File: config.mk
export PLATFORM = sky130hd
export DESIGN_NAME = mcoi_rx_link_guard_flat
export DESIGN_NICKNAME = d
export VERILOG_FILES = /design/src/rtl/mcoi_rx_link_guard_pkg.sv /design/src/rtl/mcoi_rx_link_guard_if.sv /design/src/rtl/mcoi_rx_link_guard_link_watchdog.sv /design/src/rtl/mcoi_rx_link_guard.sv /design/src/flat_wrapper.sv
export SDC_FILE = /design/constraint.sdc
export NUM_CORES = 1
export LEC_CHECK = 0
export ABC_AREA = 1
export BUFFER_PORTS_ARGS = -buffer_cell sky130_fd_sc_hd__buf_2
export CAP_MARGIN = 5
export CORE_AREA = 2 2 135 137
export DETAILED_ROUTE_END_ITERATION = 12
export DIE_AREA = 0 0 137 139
export SYNTH_ARGS = -nofsm -noshare
export SYNTH_HDL_FRONTEND = slang
export SYNTH_SLANG_ARGS = --single-unit
export TNS_END_PERCENT = 1
File: constraint.sdc
create_clock -name ClkRs_ix -period 3.92 [get_ports ClkRs_ix]
set_input_delay 0.588 -clock ClkRs_ix [delete_from_list [all_inputs] [get_ports ClkRs_ix]]
set_output_delay 0.588 -clock ClkRs_ix [all_outputs]
set_load 0.02 [all_outputs]
File: src/rtl/mcoi_rx_link_guard_pkg.sv
// MCPkg: shared constants and types for the MCOI RX link guard.
// Provides GEFE_INTERLOCK, the guard FSM state enum, and the clock/reset bundle type.
package MCPkg;
  localparam logic [31:0] GEFE_INTERLOCK = 32'hCAFE_0D0D;
  typedef enum logic [1:0] {SAFE = 2'd0, ARMING = 2'd1, ARMED = 2'd2, FAULT = 2'd3} rxguard_state_t;
  typedef struct packed {
    logic clk;
    logic reset;
  } ckrs_t;
  function automatic logic [15:0] sat_inc16(input logic [15:0] v);
    return (v == 16'hFFFF) ? v : v + 16'd1;
  endfunction
endpackage

File: src/rtl/mcoi_rx_link_guard_if.sv
// mcoi_rx_link_guard_if: received GBT frame fields in, guarded motor/memory words out.
// Ports (slave = guard side): rx_ready_i, rx_clken_i, interlock_ib32, motor_data_ib64,
// mem_data_ib16 in; motorControl_ob64, mem_data_ob16, mem_valid_o, armed_o,
// state_ob2, fault_cnt_ob16 out.
interface mcoi_rx_link_guard_if;
  logic        rx_ready_i;
  logic        rx_clken_i;
  logic [31:0] interlock_ib32;
  logic [63:0] motor_data_ib64;
  logic [15:0] mem_data_ib16;
  logic [63:0] motorControl_ob64;
  logic [15:0] mem_data_ob16;
  logic        mem_valid_o;
  logic        armed_o;
  logic [1:0]  state_ob2;
  logic [15:0] fault_cnt_ob16;
  modport slave (
    input  rx_ready_i, rx_clken_i, interlock_ib32, motor_data_ib64, mem_data_ib16,
    output motorControl_ob64, mem_data_ob16, mem_valid_o, armed_o, state_ob2, fault_cnt_ob16
  );
  modport master (
    output rx_ready_i, rx_clken_i, interlock_ib32, motor_data_ib64, mem_data_ib16,
    input  motorControl_ob64, mem_data_ob16, mem_valid_o, armed_o, state_ob2, fault_cnt_ob16
  );
endinterface

File: src/rtl/mcoi_rx_link_guard_link_watchdog.sv
// link_watchdog: counts cycles without a frame strobe and pulses timeout at g_timeout-1.
// Ports: clk, rst_n (async, active low), clear_i (frame strobe), enable_i (guard armed),
// timeout_o (combinational pulse, only while enabled and not cleared).
module link_watchdog #(
  parameter int g_timeout = 400
) (
  input  logic clk,
  input  logic rst_n,
  input  logic clear_i,
  input  logic enable_i,
  output logic timeout_o
);
  localparam int W = $clog2(g_timeout) + 1;
  localparam logic [W-1:0] LAST = W'(g_timeout - 1);
  logic [W-1:0] cnt_q, cnt_d;
  always_comb begin
    cnt_d = (!enable_i || clear_i) ? '0 : (cnt_q == LAST) ? cnt_q : cnt_q + W'(1);
    timeout_o = enable_i && !clear_i && (cnt_q == LAST);
  end
  always_ff @(posedge clk or negedge rst_n)
    if (!rst_n) cnt_q <= '0;
    else cnt_q <= cnt_d;
endmodule

File: src/rtl/mcoi_rx_link_guard.sv
// mcoi_rx_link_guard: passes received motor/memory data only after a stable, verified link.
// Ports: ClkRs_ix (clk + async active-low reset), rx_if (slave modport of mcoi_rx_link_guard_if).
module mcoi_rx_link_guard
  import MCPkg::*;
#(
  parameter int g_arm_frames = 16,
  parameter int g_timeout    = 400,
  parameter int g_holdoff    = 4000
) (
  input ckrs_t ClkRs_ix,
  mcoi_rx_link_guard_if.slave rx_if
);
  localparam int AW = $clog2(g_arm_frames) + 1;
  localparam int HW = $clog2(g_holdoff) + 1;
  localparam logic [AW-1:0] ARM_LAST  = AW'(g_arm_frames - 1);
  localparam logic [HW-1:0] HOLD_LAST = HW'(g_holdoff - 1);
  logic clk, rst_n;
  assign clk   = ClkRs_ix.clk;
  assign rst_n = ClkRs_ix.reset;
  logic il_ok, loss, good, latch, timeout;
  rxguard_state_t state_q, state_d;
  logic [AW-1:0] arm_cnt_q, arm_cnt_d;
  logic [HW-1:0] hold_cnt_q, hold_cnt_d;
  logic [63:0] motor_q, motor_d;
  logic [15:0] mem_q, mem_d;
  logic valid_q, valid_d;
  logic [15:0] fault_cnt_q, fault_cnt_d;
  assign il_ok = rx_if.interlock_ib32 == GEFE_INTERLOCK;
  assign loss  = !rx_if.rx_ready_i || !il_ok;
  assign good  = rx_if.rx_clken_i && !loss;
  assign latch = (state_q == ARMED) && good;
  link_watchdog #(.g_timeout(g_timeout)) u_wdog (
    .clk      (clk),
    .rst_n    (rst_n),
    .clear_i  (rx_if.rx_clken_i),
    .enable_i (state_q == ARMED),
    .timeout_o(timeout)
  );
  always_comb begin
    state_d    = state_q;
    arm_cnt_d  = arm_cnt_q;
    hold_cnt_d = '0;
    case (state_q)
      SAFE:
        if (!loss) begin
          state_d   = ARMING;
          arm_cnt_d = '0;
        end
      ARMING:
        if (loss) begin
          state_d   = SAFE;
          arm_cnt_d = '0;
        end else if (good) begin
          arm_cnt_d = arm_cnt_q + AW'(1);
          if (arm_cnt_q == ARM_LAST) state_d = ARMED;
        end
      ARMED:
        if (loss || timeout) state_d = FAULT;
      FAULT:
        if (hold_cnt_q == HOLD_LAST) state_d = SAFE;
        else hold_cnt_d = hold_cnt_q + HW'(1);
    endcase
    // Outputs follow the next state so that leaving ARMED deactivates motors on the same edge.
    motor_d     = (state_d != ARMED) ? '1 : latch ? rx_if.motor_data_ib64 : motor_q;
    mem_d       = latch ? rx_if.mem_data_ib16 : mem_q;
    valid_d     = latch;
    fault_cnt_d = (state_d == FAULT && state_q != FAULT) ? sat_inc16(fault_cnt_q) : fault_cnt_q;
  end
  always_ff @(posedge clk or negedge rst_n)
    if (!rst_n) begin
      state_q     <= SAFE;
      arm_cnt_q   <= '0;
      hold_cnt_q  <= '0;
      motor_q     <= '1;
      mem_q       <= '0;
      valid_q     <= 1'b0;
      fault_cnt_q <= '0;
    end else begin
      state_q     <= state_d;
      arm_cnt_q   <= arm_cnt_d;
      hold_cnt_q  <= hold_cnt_d;
      motor_q     <= motor_d;
      mem_q       <= mem_d;
      valid_q     <= valid_d;
      fault_cnt_q <= fault_cnt_d;
    end
  assign rx_if.motorControl_ob64 = motor_q;
  assign rx_if.mem_data_ob16     = mem_q;
  assign rx_if.mem_valid_o       = valid_q;
  assign rx_if.armed_o           = state_q == ARMED;
  assign rx_if.state_ob2         = state_q;
  assign rx_if.fault_cnt_ob16    = fault_cnt_q;
endmodule

File: src/flat_wrapper.sv
// flat-port wrapper written by rule: the top's interface ports become plain ports
module mcoi_rx_link_guard_flat import MCPkg::*;
#(
  parameter int g_arm_frames = 16,
  parameter int g_timeout    = 400,
  parameter int g_holdoff    = 4000
)
  (ClkRs_ix, rx_if_rx_ready_i, rx_if_rx_clken_i, rx_if_interlock_ib32, rx_if_motor_data_ib64, rx_if_mem_data_ib16, rx_if_motorControl_ob64, rx_if_mem_data_ob16, rx_if_mem_valid_o, rx_if_armed_o, rx_if_state_ob2, rx_if_fault_cnt_ob16);
  mcoi_rx_link_guard_if rx_if_i ();
  input ckrs_t ClkRs_ix;
  input wire logic [$bits(rx_if_i.rx_ready_i)-1:0] rx_if_rx_ready_i;
  input wire logic [$bits(rx_if_i.rx_clken_i)-1:0] rx_if_rx_clken_i;
  input wire logic [$bits(rx_if_i.interlock_ib32)-1:0] rx_if_interlock_ib32;
  input wire logic [$bits(rx_if_i.motor_data_ib64)-1:0] rx_if_motor_data_ib64;
  input wire logic [$bits(rx_if_i.mem_data_ib16)-1:0] rx_if_mem_data_ib16;
  output wire logic [$bits(rx_if_i.motorControl_ob64)-1:0] rx_if_motorControl_ob64;
  output wire logic [$bits(rx_if_i.mem_data_ob16)-1:0] rx_if_mem_data_ob16;
  output wire logic [$bits(rx_if_i.mem_valid_o)-1:0] rx_if_mem_valid_o;
  output wire logic [$bits(rx_if_i.armed_o)-1:0] rx_if_armed_o;
  output wire logic [$bits(rx_if_i.state_ob2)-1:0] rx_if_state_ob2;
  output wire logic [$bits(rx_if_i.fault_cnt_ob16)-1:0] rx_if_fault_cnt_ob16;
  assign rx_if_i.rx_ready_i = rx_if_rx_ready_i;
  assign rx_if_i.rx_clken_i = rx_if_rx_clken_i;
  assign rx_if_i.interlock_ib32 = rx_if_interlock_ib32;
  assign rx_if_i.motor_data_ib64 = rx_if_motor_data_ib64;
  assign rx_if_i.mem_data_ib16 = rx_if_mem_data_ib16;
  assign rx_if_motorControl_ob64 = rx_if_i.motorControl_ob64;
  assign rx_if_mem_data_ob16 = rx_if_i.mem_data_ob16;
  assign rx_if_mem_valid_o = rx_if_i.mem_valid_o;
  assign rx_if_armed_o = rx_if_i.armed_o;
  assign rx_if_state_ob2 = rx_if_i.state_ob2;
  assign rx_if_fault_cnt_ob16 = rx_if_i.fault_cnt_ob16;
  mcoi_rx_link_guard #(.g_arm_frames(g_arm_frames), .g_timeout(g_timeout), .g_holdoff(g_holdoff)) u_core (.ClkRs_ix(ClkRs_ix), .rx_if(rx_if_i));
endmodule
# Word level (Yosys, flattened, before mapping)
# Cells that the tools add are included.
[op_classes]
add_sub_neg = 4
n_mul = 0
div = 0
magnitude_cmp = 0
eq_ne = 14
shifts = 0
n_mux = 17
n_bitwise = 1
reduce_logical = 18
[ops]
columns = ["cell", "count"]
rows = [
  ["$mux W64", 2],
  ["$eq A32 B32 Y1 const B", 1],
  ["$mux W13", 2],
  ["$mux W10", 2],
  ["$add A16 B1 Y16 const B", 1],
  ["$eq A16 B16 Y1 const B", 1],
  ["$mux W5", 3],
  ["$add A13 B1 Y13 const B", 1],
  ["$eq A13 B12 Y1 const B", 1],
  ["$mux W2", 6],
  ["$add A10 B1 Y10 const B", 1],
  ["$eq A10 B9 Y1 const B", 1],
  ["$pmux W5 S2", 1],
  ["$ne A2 B2 Y1 const B", 4],
  ["$pmux W2 S4", 1],
  ["$eq A2 B2 Y1 const B", 3],
  ["$add A5 B1 Y5 const B", 1],
  ["$eq A5 B4 Y1 const B", 1],
  ["$logic_and A1 B1 Y1", 5],
  ["$logic_not A1 Y1", 5],
  ["$reduce_bool A2 Y1", 2],
  ["$logic_or A1 B1 Y1", 3],
  ["$ne A3 B1 Y1 const B", 1],
  ["$reduce_and A3 Y1", 1],
  ["4 further kinds", 4],
]
[totals]
ff_bits = 127
latch_bits = 0
mem_bits_rw = 0
mem_bits_ro = 0
inputBits = 116
output_inout_bits = 100
wordCells = 62
n_memories = 0

# Longest topological paths before layout
[logic_depth]
depth_word = 11
ltp_mapped = 13
ltp_nobuf = 11

# Modules after synthesis
# A second synthesis with hierarchy kept.
[hier_totals]
hier_cells = 797
area_unflattened_um2 = 6444.9
[modules_own_cells]
columns = ["mod", "instances", "cells_each", "area_per_inst_um2", "seq_area_each_um2"]
rows = [
  ["mcoi_rx_link_guard", 1, 712, 5836.8, 3007.9],
  ["link_watchdog", 1, 85, 608.1, 250.2],
]

# Least setup slack after synthesis
# Ideal clock, no wire load.
[synth_path]
path_type = "flip-flop to flip-flop"
from = "reg u_core.fault_cnt_q[0] (netlist: u_core.rx_if.fault_cnt_ob16[0])"
to = "reg u_core.fault_cnt_q[11] (netlist: u_core.rx_if.fault_cnt_ob16[11])"
setup_ns = 0.076
t_arrival_ns = 1.768
slack_ns = 2.076
path_stages_with_launch = 9
n_path_buf = 1
path_cell_list = "dfrtp_1 -> ha_1 -> inv_1 -> nor3_2 -> nand4_1 -> nand3_2 -> buf_6 -> nand2_1 -> o21ai_1"
[synth_between]
elab_chain_len = 3
word_cells_on_any_way = 4
classes_between = "1 x add/sub; 1 x eq/ne; 1 x bitwise; 1 x reduce/logical"
[synth_lines]
columns = ["element", "line", "text"]
rows = [
  ["start: declaration", "mcoi_rx_link_guard.sv:27", "logic [15:0] fault_cnt_q, fault_cnt_d;"],
  ["start signal: assignment", "mcoi_rx_link_guard.sv:85", "fault_cnt_q <= fault_cnt_d;"],
  ["branches (longest 3 deep; another with $add A16 B1 Y16)", "--", ""],
]
# Several ways; the timed one is not identified.
# A chain may end at the register's enable or synchronous reset.

# Worst setup path after layout
[layout_path]
from = "reg u_core.state_q[0] (netlist: u_core.rx_if.state_ob2[0])"
to = "reg u_core.motor_q[10] (netlist: u_core.rx_if.motorControl_ob64[10])"
[layout_between]
elab_chain_len = 8
word_cells_on_any_way = 18
classes_between = "4 x eq/ne; 8 x mux; 6 x reduce/logical"
[layout_lines]
columns = ["element", "line", "text"]
rows = [
  ["start: declaration", "mcoi_rx_link_guard.sv:21", "rxguard_state_t state_q, state_d;"],
  ["start signal: assignment", "mcoi_rx_link_guard.sv:79", "state_q <= state_d;"],
  ["$eq A2 B2 Y1", "mcoi_rx_link_guard.sv:31, mcoi_rx_link_guard.sv:36, mcoi_rx_link_guard.sv:43", ""],
  ["$logic_and A1 B1 Y1 (2 in a row)", "mcoi_rx_link_guard_link_watchdog.sv:18", "timeout_o = enable_i && !clear_i && (cnt_q == LAST);"],
  ["$logic_or A1 B1 Y1", "mcoi_rx_link_guard.sv:58", "if (loss || timeout) state_d = FAULT;"],
  ["$mux W2", "mcoi_rx_link_guard.sv:58", ""],
  ["$pmux W2 S4", "mcoi_rx_link_guard.sv:43", "case (state_q)"],
  ["$ne A2 B2 Y1", "mcoi_rx_link_guard.sv:64", "motor_d = (state_d != ARMED) ? '1 : latch ? rx_if.motor_data_ib64 : motor_q;"],
  ["$mux W64 or $reduce_bool A2 Y1 (tied branches)", "--", ""],
  ["end signal: assignment", "mcoi_rx_link_guard.sv:82", "motor_q <= motor_d;"],
  ["end: declaration", "mcoi_rx_link_guard.sv:24", "logic [63:0] motor_q, motor_d;"],
]
# Several ways; a longest one is shown, not always the timed one.

==> results.json <==
{
  "final_core_util_pct": 52.74,
  "power.total_mw": 4.887,
  "hold_ws_ns": -0.3351,
  "hp-class": "clock port to asynchronous set/reset pin",
  "grt_pass1_wl_mm": 32.42,
  "place.port_buffers": 214,
  "yosys.area_share.simple_pct": 34.06,
  "clock_latency_ns": 0.42,
  "num_rows": 49,
  "crit_type": "flop to flop",
  "first_pass_iters": 5,
  "grtUsageTotal_pct": 22.39,
  "die_x_microns": 137,
  "power.clock.fraction_pct": 69.1,
  "powerDensity_nw_per_um2": 524.9,
  "grt_setup_unrepaired": "no",
  "synth_compound_area_share_pct": 3.280,
  "synth_top_family_by_area": "simple AND/OR/NAND/NOR gates",
  "nFillCells": 1740,
  "vias": 6623,
  "reg2reg_to": "u_core.rx_if.motorControl_ob64[10]",
  "crit_fanout": 35,
  "synth_nets": 1029,
  "cts_resized": 0,
  "ys_ff_latch": 127,
  "p_sw_share_pct": 28.52,
  "maxCapViolCount": 0,
  "synth_area_sq_um": 6943,
  "min_period_ns": 2.731,
  "routed_via_density": 4.834,
  "reg2regPathDepth": 9,
  "intPower_mw": 3.493,
  "hold_viol": 127,
  "combPwrFrac_pct": 2.1,
  "dp_hpwl_mm": 12.02,
  "synth.distinct_cells": 32,
  "ir_drop_v": 0.0003283,
  "postSynthCellCount": 908,
  "post-route-period-util_pct": 69.67,
  "synth.area.mux_share_pct": 0,
  "grt_max_degree": 67,
  "drtAntennaViolNets": 0,
  "slew_violations": 0,
  "max_freq_mhz": 366.2,
  "cts_tree": "built",
  "rr_startpoint": "u_core.rx_if.state_ob2[0]",
  "setup_tns_ns": 0,
  "p_switching_mw": 1.394,
  "io_pins": 216,
  "placed_cell_area_sq_um": 8102,
  "wire_per_inst_microns": 14.24,
  "first_global_vias": 7015,
  "clock_skew_ns": 0.01224,
  "drt_iter0_markers": 392,
  "synth_xor_area_share_pct": 1.892,
  "die_y_microns": 139,
  "worst_pin_slew_ns": 0.7458,
  "num-nets-final": 1234,
  "post_synth.cell_area_avg_sq_um": 7.646,
  "outcome": "finished with violations",
  "maxSlewHeadroom_pct": 50.28,
  "cts_hold_buf": 0,
  "ys_seq_area_share_pct": 46.93,
  "wl_mm": 19.52,
  "dieArea_sq_um": 19040,
  "gp_congestion": 0.7873,
  "design_area_sq_um": 9311,
  "post_cts_buffers": 0,
  "r2r_slack_ns": 1.19,
  "n_antenna_cell": 0,
  "p_seq_share_pct": 28.8,
  "initial_utilization_pct": 39.32,
  "core_sq_um": 17660,
  "worstPathRequired_ns": 4.22,
  "overflow": 0,
  "syn_to_final_growth_pct": 34.11,
  "end_kind": "flop",
  "grt_antenna_before_repair": 0,
  "violations": "negative hold slack",
  "drc": 0,
  "power.leakage_nw": 5.108,
  "drive_gt1_share_pct": 31.81,
  "setup_viol": 0,
  "clk_pin_slew_ns": 0.06,
  "ys_warn_count": 0,
  "synth-adder-area-share_pct": 0.9011,
  "crit_path_start_kind": "flop",
  "crit_arrival_ns": 3.03
}
==> Yosys cell counts (all sizes together) <==
cell type	n	area, sq um
nand2	247	932.1
inv	159	596.8
nand4	143	900.9
nor2	68	277.8
dfstp	64	1682
dfrtp	63	1577
buf	33	222.7
nand3	29	155.2
o21ai	28	140.1
clkbuf	21	78.83
a21oi	14	73.82
nor3	13	70.07
xor2	8	70.07
xnor2	7	61.31
ha	5	62.56
nand3b	2	15.01
a21boi	1	7.510
a31oi	1	6.260
and3	1	6.260
nor3b	1	7.510
==> logic make-up after synthesis <==
logic type                 count (synthesis)
xor gates and xnor gates                  15
and+or+nand+nor                          504
buffers and inverters                    213
AOI/OAI and AO/OA                         44
adders and majority gates                  5
DFF                                      127
==> placed cells by master (no fill, tap or decap), types with 2 or more instances in the layout <==
| cell type | instances |
|---|---|
| nand4_1 | 142 |
| nand3_1 | 27 |
| ha_1 | 5 |
| xor2_1 | 8 |
| buf_4 | 7 |
| inv_2 | 4 |
| clkbuf_1 | 5 |
| o21ai_0 | 23 |
| inv_6 | 2 |
| nor3_1 | 12 |
| clkbuf_16 | 36 |
| buf_12 | 2 |
| nand3_2 | 2 |
| nand2_2 | 3 |
| inv_4 | 2 |
| clkinv_2 | 3 |
| nand3b_1 | 2 |
| xnor2_1 | 7 |
| buf_2 | 214 |
| a21oi_1 | 13 |
| dfstp_2 | 64 |
| o21ai_1 | 5 |
| clkinv_4 | 5 |
| nor2_4 | 2 |
| clkinvlp_4 | 5 |
| inv_1 | 155 |
| nand2_1 | 244 |
| nor2_2 | 3 |
| bufinv_16 | 5 |
| dfrtp_1 | 63 |
| nor2_1 | 63 |
==> area by class of cell <==
type                    count  area, sq um  share of cell area, %
clock inverters            22        276.5                  2.970
well taps                 229        286.5                  3.077
clock buffers              42        933.4                  10.02
multi-input cells         568         2796                  30.03
flip-flops and latches    127         3258                  34.99
inverters                 159        596.8                  6.410
repair buffers            223         1164                  12.50
==> critical path: stages (launching register included) <==
cell,delay (ns)
dfrtp_1,0.46
inv_2,0.11
nand2_1,0.11
inv_2,0.52
nand3_2,0.68
buf_4,0.46
nand2_1,0.08
nand2_1,0.05
inv_1,0.05
nand4_1,0.08
==> stage by stage <==
step           setup WS (ns)  cells
6_report               1.189   1370
5_1_grt               0.9287   1370
4_1_cts                1.135   1370
3_5_place_dp          0.8621   1306
3_3_place_gp          0.9784   1306
2_1_floorplan          2.076    908
==> per-layer routing <==
layer / vias to the layer above / part of all wire [%] / GRT usage [%]
met5: - / 0 / 0
met4: 0 / 2.3 / 16.49
met3: 33 / 5.9 / 11.22
met2: 208 / 47 / 31.37
met1: 3019 / 45 / 26.03
li1: 3363 / - / -
==> power groups by stage <==
stage / Combinational (mW) / Sequential, mW / Clock [mW]
global placement: 0.0996 / 1.43 / 0
detailed placement: 0.101 / 1.43 / 0
CTS: 0.102 / 1.41 / 3.52
global route: 0.115 / 1.41 / 3.65
finish: 0.101 / 1.41 / 3.38
floorplan: 0.0339 / 1.43 / 0
==> state kept, by name, summed over array words and instances (netlist names) <==
signal / count
u_core.rx_if.fault_cnt_ob16: 16
u_core.arm_cnt_q: 5
u_core.hold_cnt_q: 13
u_core.u_wdog.cnt_q: 10
u_core.rx_if.mem_data_ob16: 16
u_core.rx_if.mem_valid_o: 1
u_core.rx_if.state_ob2: 2
u_core.rx_if.motorControl_ob64: 64
==> worst max path at each step <==
stage	startpoint	end	depth (start not counted)
after global placement	rx_if_interlock_ib32[25]	u_core.rx_if.motorControl_ob64[38]	11
after CTS	u_core.rx_if.state_ob2[0]	u_core.rx_if.motorControl_ob64[10]	9
after floorplan	u_core.rx_if.fault_cnt_ob16[0]	u_core.rx_if.fault_cnt_ob16[11]	8
after detailed placement	rx_if_interlock_ib32[25]	u_core.rx_if.motorControl_ob64[54]	11
final	u_core.rx_if.state_ob2[0]	u_core.rx_if.motorControl_ob64[10]	9
after global routing	u_core.rx_if.state_ob2[0]	u_core.rx_if.motorControl_ob64[6]	9
(Power assumes the default switching activity.)
